[src/rtl/if_stage.sv]
// rtl/if_stage.sv - RV64I instruction fetch stage: PC, single-outstanding imem request, decode handshake
module if_stage #(
    parameter logic [63:0] RESET_PC = 64'h0000_0000_8000_0000,
    parameter logic [31:0] NOP_INST = 32'h0000_0013
) (
    input  logic        clk,
    input  logic        rst,
    output logic        imem_req_valid,
    input  logic        imem_req_ready,
    output logic [63:0] imem_req_addr,
    input  logic        imem_resp_valid,
    input  logic [63:0] imem_resp_data,
    input  logic        redirect_valid,
    input  logic [63:0] redirect_pc,
    input  logic        id_ready,
    output logic        inst_valid,
    output logic [31:0] inst,
    output logic [63:0] inst_addr,
    output logic        inst_misalign
);

    typedef enum logic [1:0] {IDLE, REQ, WAIT, HOLD} state_t;

    state_t      state, state_nx;
    logic [63:0] pc, pc_nx;
    logic        drop, drop_nx;
    logic        load_word, load_nop;
    logic        aligned;

    assign aligned        = (pc[1:0] == 2'b00);
    assign imem_req_valid = (state == REQ) && aligned;
    assign imem_req_addr  = {pc[63:3], 3'b000};
    assign inst_valid     = (state == HOLD);

    always_comb begin
        state_nx  = state;
        pc_nx     = pc;
        drop_nx   = drop;
        load_word = 1'b0;
        load_nop  = 1'b0;
        case (state)
            IDLE: state_nx = REQ;
            REQ: begin
                if (!aligned) begin
                    load_nop = 1'b1;
                    state_nx = HOLD;
                end else if (imem_req_ready) begin
                    state_nx = WAIT;
                end
            end
            WAIT: begin
                if (imem_resp_valid) begin
                    if (drop) begin
                        drop_nx  = 1'b0;
                        state_nx = REQ;
                    end else begin
                        load_word = 1'b1;
                        pc_nx     = pc + 64'd4;
                        state_nx  = HOLD;
                    end
                end
            end
            HOLD: if (id_ready) state_nx = REQ;
            default: state_nx = IDLE;
        endcase

        // A redirect overrides everything; an accepted request still owes one response to discard.
        if (redirect_valid) begin
            pc_nx     = redirect_pc;
            load_word = 1'b0;
            load_nop  = 1'b0;
            case (state)
                REQ: begin
                    if (aligned && imem_req_ready) begin
                        state_nx = WAIT;
                        drop_nx  = 1'b1;
                    end else begin
                        state_nx = REQ;
                    end
                end
                WAIT: begin
                    if (imem_resp_valid) begin
                        state_nx = REQ;
                        drop_nx  = 1'b0;
                    end else begin
                        state_nx = WAIT;
                        drop_nx  = 1'b1;
                    end
                end
                default: state_nx = REQ;
            endcase
        end
    end

    always_ff @(posedge clk) begin
        if (rst) begin
            state <= IDLE;
            pc    <= RESET_PC;
            drop  <= 1'b0;
        end else begin
            state <= state_nx;
            pc    <= pc_nx;
            drop  <= drop_nx;
        end
    end

    always_ff @(posedge clk) begin
        if (rst) begin
            inst          <= 32'd0;
            inst_addr     <= 64'd0;
            inst_misalign <= 1'b0;
        end else if (load_word) begin
            inst          <= pc[2] ? imem_resp_data[63:32] : imem_resp_data[31:0];
            inst_addr     <= pc;
            inst_misalign <= 1'b0;
        end else if (load_nop) begin
            inst          <= NOP_INST;
            inst_addr     <= pc;
            inst_misalign <= 1'b1;
        end
    end

endmodule

[config.mk]
export PLATFORM = sky130hd
export DESIGN_NAME = if_stage
export DESIGN_NICKNAME = d
export VERILOG_FILES = /design/src/rtl/if_stage.sv
export SDC_FILE = /design/constraint.sdc
export NUM_CORES = 1
export LEC_CHECK = 0
export ABC_AREA = 1
export CAP_MARGIN = 0
export CORE_MARGIN = 4
export CORE_UTILIZATION = 41
export CTS_CLUSTER_DIAMETER = 100
export DETAILED_ROUTE_END_ITERATION = 10
export PLACE_DENSITY = 0.71
export SKIP_LAST_GASP = 1
export SYNTH_ARGS = -nofsm -noshare
export SYNTH_HDL_FRONTEND = slang
export SYNTH_SLANG_ARGS = --single-unit
[constraint.sdc]
create_clock -name clk -period 1.6 [get_ports clk]
set_input_delay 0.32 -clock clk [delete_from_list [all_inputs] [get_ports clk]]
set_output_delay 0.32 -clock clk [all_outputs]
set_load 0.05 [all_outputs]
After elaboration in Yosys (flattened, before gate mapping):

Index checks and enable logic that the tools add are counted.

* $add $sub $neg: 1
* eq/ne operators: 7
* muxes and demuxes: 32
* reduce and logical (&&, ||, !) cells: 10

Operators with widths (number)
* 64-bit two-way mux: 6
* 32-bit two-way mux: 3
* 64-bit by 3-bit adder with 64-bit output, second input constant: 1
* 2-bit two-way mux: 8
* 1-bit two-way mux: 12
* 2-bit one-hot mux with 4 select lines: 1
* 3-bit inequality test, second input constant: 2
* 3-bit AND reduction: 2
* 2-bit nonzero test: 3
* 2-bit equality test, second input constant: 2
* 2-bit zero test: 2
* 4-bit inequality test, second input constant: 1
* 2-bit one-hot mux with 2 select lines: 1
* 2-bit by 1-bit equality test with 1-bit output, second input constant: 1
* 1-bit logical AND: 2
* 2-bit inequality test, second input constant: 1
* 1-bit one-hot mux with 2 select lines: 1
* 2-bit OR reduction: 1

* flip-flop bits (word level): 164
* input bits: 134
* output and inout port bits: 163
* logic and storage cells: 56

Longest topological paths before layout:

* word-level depth: 6
* gate-level depth with buffers: 12
* gate-level depth less buffers: 11

Worst setup path after synthesis:

OpenSTA, ideal clock, no wires.

* kind: register to register
* from: register state[0]
* to: register pc[62]
* library setup time: 70 ps
* arrival time: 1584 ps
* data required time: 1530 ps
* path slack: -54 ps
* cell stages (with the launch flop): 13
* path buffers: 1
* clock period less this slack: 1654 ps
* path through: dfxtp_1 -> inv_1 -> ha_1 -> inv_2 -> nor2_2 -> nand2_4 -> inv_2 -> nor2_2 -> inv_1 -> buf_2 -> o21ai_0 -> inv_1 -> a21oi_1

* word-level cells in the longest chain between the ends: 3

Ends and longest elaborated chain
* start: declaration: RTL line 24 `state_t state, state_nx;`
* start signal: assignment: RTL line 101 `state <= state_nx;`
* 2-bit equality test: RTL line 41 `case (state)`
* 2-bit nonzero test (no line)
* 3-bit AND reduction (no line)
* end signal: assignment: RTL line 102 `pc <= pc_nx;`
* end: declaration: RTL line 25 `logic [63:0] pc, pc_nx;`

Every way passes these cells.
A chain may end at the register's enable or synchronous reset.

Worst setup path after layout:

* from: register state[0]
* to: register inst_addr[41]

* word-level cells in the longest chain between the ends: 4
* elaborated cells on any way between the ends: 8
* those cells by class: eq/ne (2); mux (5); reduce/logical (1)

Ends and longest elaborated chain
* 2-bit equality test / 2-bit by 1-bit equality test with 1-bit output (equally long branches): RTL line 41
* 1-bit two-way mux: RTL line 41
* 1-bit two-way mux: RTL line 68 `if (redirect_valid) begin`
* 64-bit two-way mux / 2-bit nonzero test (equally long branches)
* end signal: assignment: RTL line 114 `inst_addr <= pc;`
* end signal: assignment: RTL line 118 `inst_addr <= pc;`
* end: declaration: RTL line 18 `output logic [63:0] inst_addr,`

Parallel ways exist; a longest one is shown, timed or not.

==> impl_metrics.env <==
export IMPL_startpoint="state[0]"
export IMPL_synth_cells=1440
export IMPL_rr_startpoint="state[0]"
export IMPL_synth_seq_cells=164
export IMPL_hold_class="input pin to flip-flop"
export IMPL_clockBufferDepth=2
export IMPL_drv_cap=0
export IMPL_die_x_um=157
export IMPL_die_h_um=157
export IMPL_async_reset_ff_share_pct=0
export IMPL_rows=54
export IMPL_path_class="flip-flop to flip-flop"
export IMPL_min_period_ps=1800
export IMPL_seq_area_um2=3330
export IMPL_critPathCaptureType="flip-flop"
export IMPL_cts_tree="built"
export IMPL_fin_util_pct=74.0
export IMPL_routedWlPerCell_um=18.7
export IMPL_violations="setup timing"
export IMPL_clkTransAtPathRegs_ps=80
export IMPL_crit_path_max_fanout=8
export IMPL_yosys_top_cells_area="dfxtp_1 (36%), nand2_1 (19%), nor2_1 (7.1%)"
export IMPL_irDropWorstVdd_v=0.000750
export IMPL_clock_sinks=164
export IMPL_netlist_cell_type_count=40
export IMPL_ys_seq_area_share_pct=36.1
export IMPL_rsz0062_at_grt="true"
export IMPL_antenna_found_initial=0
export IMPL_p_per_area_nw_per_um2=879
export IMPL_drc=0
export IMPL_htree_levels=4
export IMPL_die_area_um2=24600
export IMPL_yosys_warnings=0
export IMPL_drtPass1Iterations=5
export IMPL_required_ps=1930
export IMPL_arrival_ps=2130
export IMPL_num_vias=11300
export IMPL_final_hold_violation_count=0
export IMPL_synth_common_cells="nand2_1 (457), nor2_1 (171), dfxtp_1 (164), a21oi_1 (113), o21ai_0 (112)"
export IMPL_clock_latency_ps=440
export IMPL_grt_ovfl_total=0
export IMPL_synthFlopType="dfxtp_1"
export IMPL_hold_ws_ps=313
export IMPL_drtAntennaViolNets=0
export IMPL_start_util_pct=41.7
export IMPL_placedCellCount=2070
export IMPL_syn2layout_area_growth_pct=77.5
export IMPL_syn_area_per_cell_um2=6.32
export IMPL_place_worst_setup_slack_ps=-239
export IMPL_status="finished with violations"
export IMPL_nFillCells=1677
export IMPL_clock_skew_ps=9.78
export IMPL_place_hpwl_mm=28.3
export IMPL_place_gp_congestion=0.967
export IMPL_yosysTopAreaCell="dfxtp_1"
export IMPL_multiInputGateArea_um2=5300
export IMPL_setup_violations_final=142
export IMPL_fp_coreArea_um2=21800
export IMPL_grt_max_degree=41
export IMPL_clock_fmax_ghz=0.554
export IMPL_port_buffer_count=293
export IMPL_final_period_utilization_pct=113
export IMPL_worstSetupStartpointType="flip-flop"
export IMPL_io_pins=297
export IMPL_drive_above_1_share_pct=34.4
export IMPL_vias_per_cell=5.28
export IMPL_timing_final_ws_setup_ps=-205
export IMPL_grt_pass1_wl_mm=59.3
export IMPL_drtIter0Drc=809
export IMPL_yosysMostFrequentCell="nand2_1"
export IMPL_synth_enable_flop_cells=0
export IMPL_final_max_slew_viol_count=0
export IMPL_totalWireLength_mm=40.1
export IMPL_grt_pass1_vias=11000
export IMPL_diodes=0
export IMPL_hp_start="rst"
export IMPL_p_leak_nw=6.85
export IMPL_synth_top_cell_area_share_pct=36.1
export IMPL_track_usage_pct=30.8
export IMPL_fin_nets=1993
export IMPL_clockRootBuffer="clkbuf_16"
export IMPL_cts_buffers=17
export IMPL_netlist_area_um2=9090
export IMPL_ctsHoldBuffers=0
export IMPL_instances_no_fill=2148
==> per-stage QoR <==
| stage | total power [W] | setup TNS [ps] | area (µm²) |
|---|---|---|---|
| after floorplan | 0.00714 | -65.4 | 9120 |
| final | 0.0142 | -11720 | 16100 |
| after detailed placement | 0.00928 | -20850 | 14000 |
| after global routing | 0.0147 | -24000 | 16100 |
| after global placement | 0.00922 | -14960 | 14000 |
| after CTS | 0.0140 | -7880 | 15500 |
==> metal layers <==
layer / vias up / GRT usage (%) / part of all wire, %
met5: - / 0 / 0
met4: 0 / 13.7 / 4.5
met3: 115 / 6.32 / 8.5
met2: 562 / 53.6 / 49
met1: 5258 / 36.7 / 38
li1: 5396 / - / -
==> cells in the final DEF (no fill, tap or decap), types with 2 or more instances in the layout <==
cell type          n
o21ai_2           18
clkbuf_16         21
o21ai_1           33
nand3_4            4
a21oi_1          100
nor3_1             4
nand2_1          421
buf_12           124
inv_4              5
conb_1             3
buf_6             18
nand2_8            2
dfxtp_2           29
o211ai_1           4
nor2_2            44
inv_2             14
nand2_2           31
nor3_2             2
inv_8              5
inv_1            101
nand3_1           50
a21oi_2           13
buf_4            233
clkinv_2           2
inv_6              7
xor2_1            12
ha_4               2
buf_16             8
clkinv_4           2
o21ai_0           64
dfxtp_1          132
nand3_2           11
a31oi_1           32
dfxtp_4            3
buf_2              2
nor2_4            24
clkdlybuf4s50_1  131
nor2_1           112
nand4_1           14
nand2_4            9
==> final cells by class <==
type	count	share of cell area, %
repair buffers	521	37.7
multi-input cells	1028	32.8
well taps	280	2.17
flip-flops and latches	164	20.6
clock inverters	15	0.977
inverters	123	3.00
clock buffers	17	2.64
==> report_power, final <==
group          total [W]  leakage [nW]  internal [W]  switching (W)
clock            0.00424         0.293       0.00222        0.00201
sequential       0.00481          1.35       0.00446       0.000350
combinational    0.00514          5.21       0.00233        0.00281
total             0.0142          6.85       0.00902        0.00517
==> registers in the layout, summed over array words and instances, names as in the netlist <==
signal / count
pc: 64
inst_misalign: 1
drop: 1
inst_addr: 64
inst: 32
state: 2
==> worst max-delay path: stages (launching register included) <==
cell	delay [ps]
dfxtp_2	330
inv_2	40
ha_2	170
inv_2	50
nor2_4	130
nand2_4	90
nor2_8	180
inv_6	70
nand2_8	130
buf_12	150
buf_12	110
clkbuf_16	140
a21oi_1	80
==> cell families (layout without fill, tap and decap cells) <==
logic type / count (synthesis) / after routing / share of synthesized area [%]
buf+inv: 251 / 676 / 13.4
xor+xnor: 15 / 15 / 1.44
fa+ha+maj: 4 / 4 / 0.550
compound gates: 274 / 274 / 15.9
simple gates: 731 / 732 / 32.6
flops: 164 / 164 / 36.1
other cells: 1 / 3 / 0.0412
==> path summary, 6_finish.rpt <==
kind | to | slack (ps) | cells past startpoint
max | inst_addr[41] | -200 | 12
min | pc[31] | 310 | 3
max reg2reg | inst_addr[41] | -200 | 12
min reg2reg | inst[20] | 460 | 2
==> repair_timing <==
item	in CTS	in global routing
gates resized for setup	168	152
setup buffers	16	17
endpoints found under the hold margin	0	0
setup endpoints to repair	144	159
cloned	12	5
pin swaps	16	37
(Power assumes the default switching activity.)
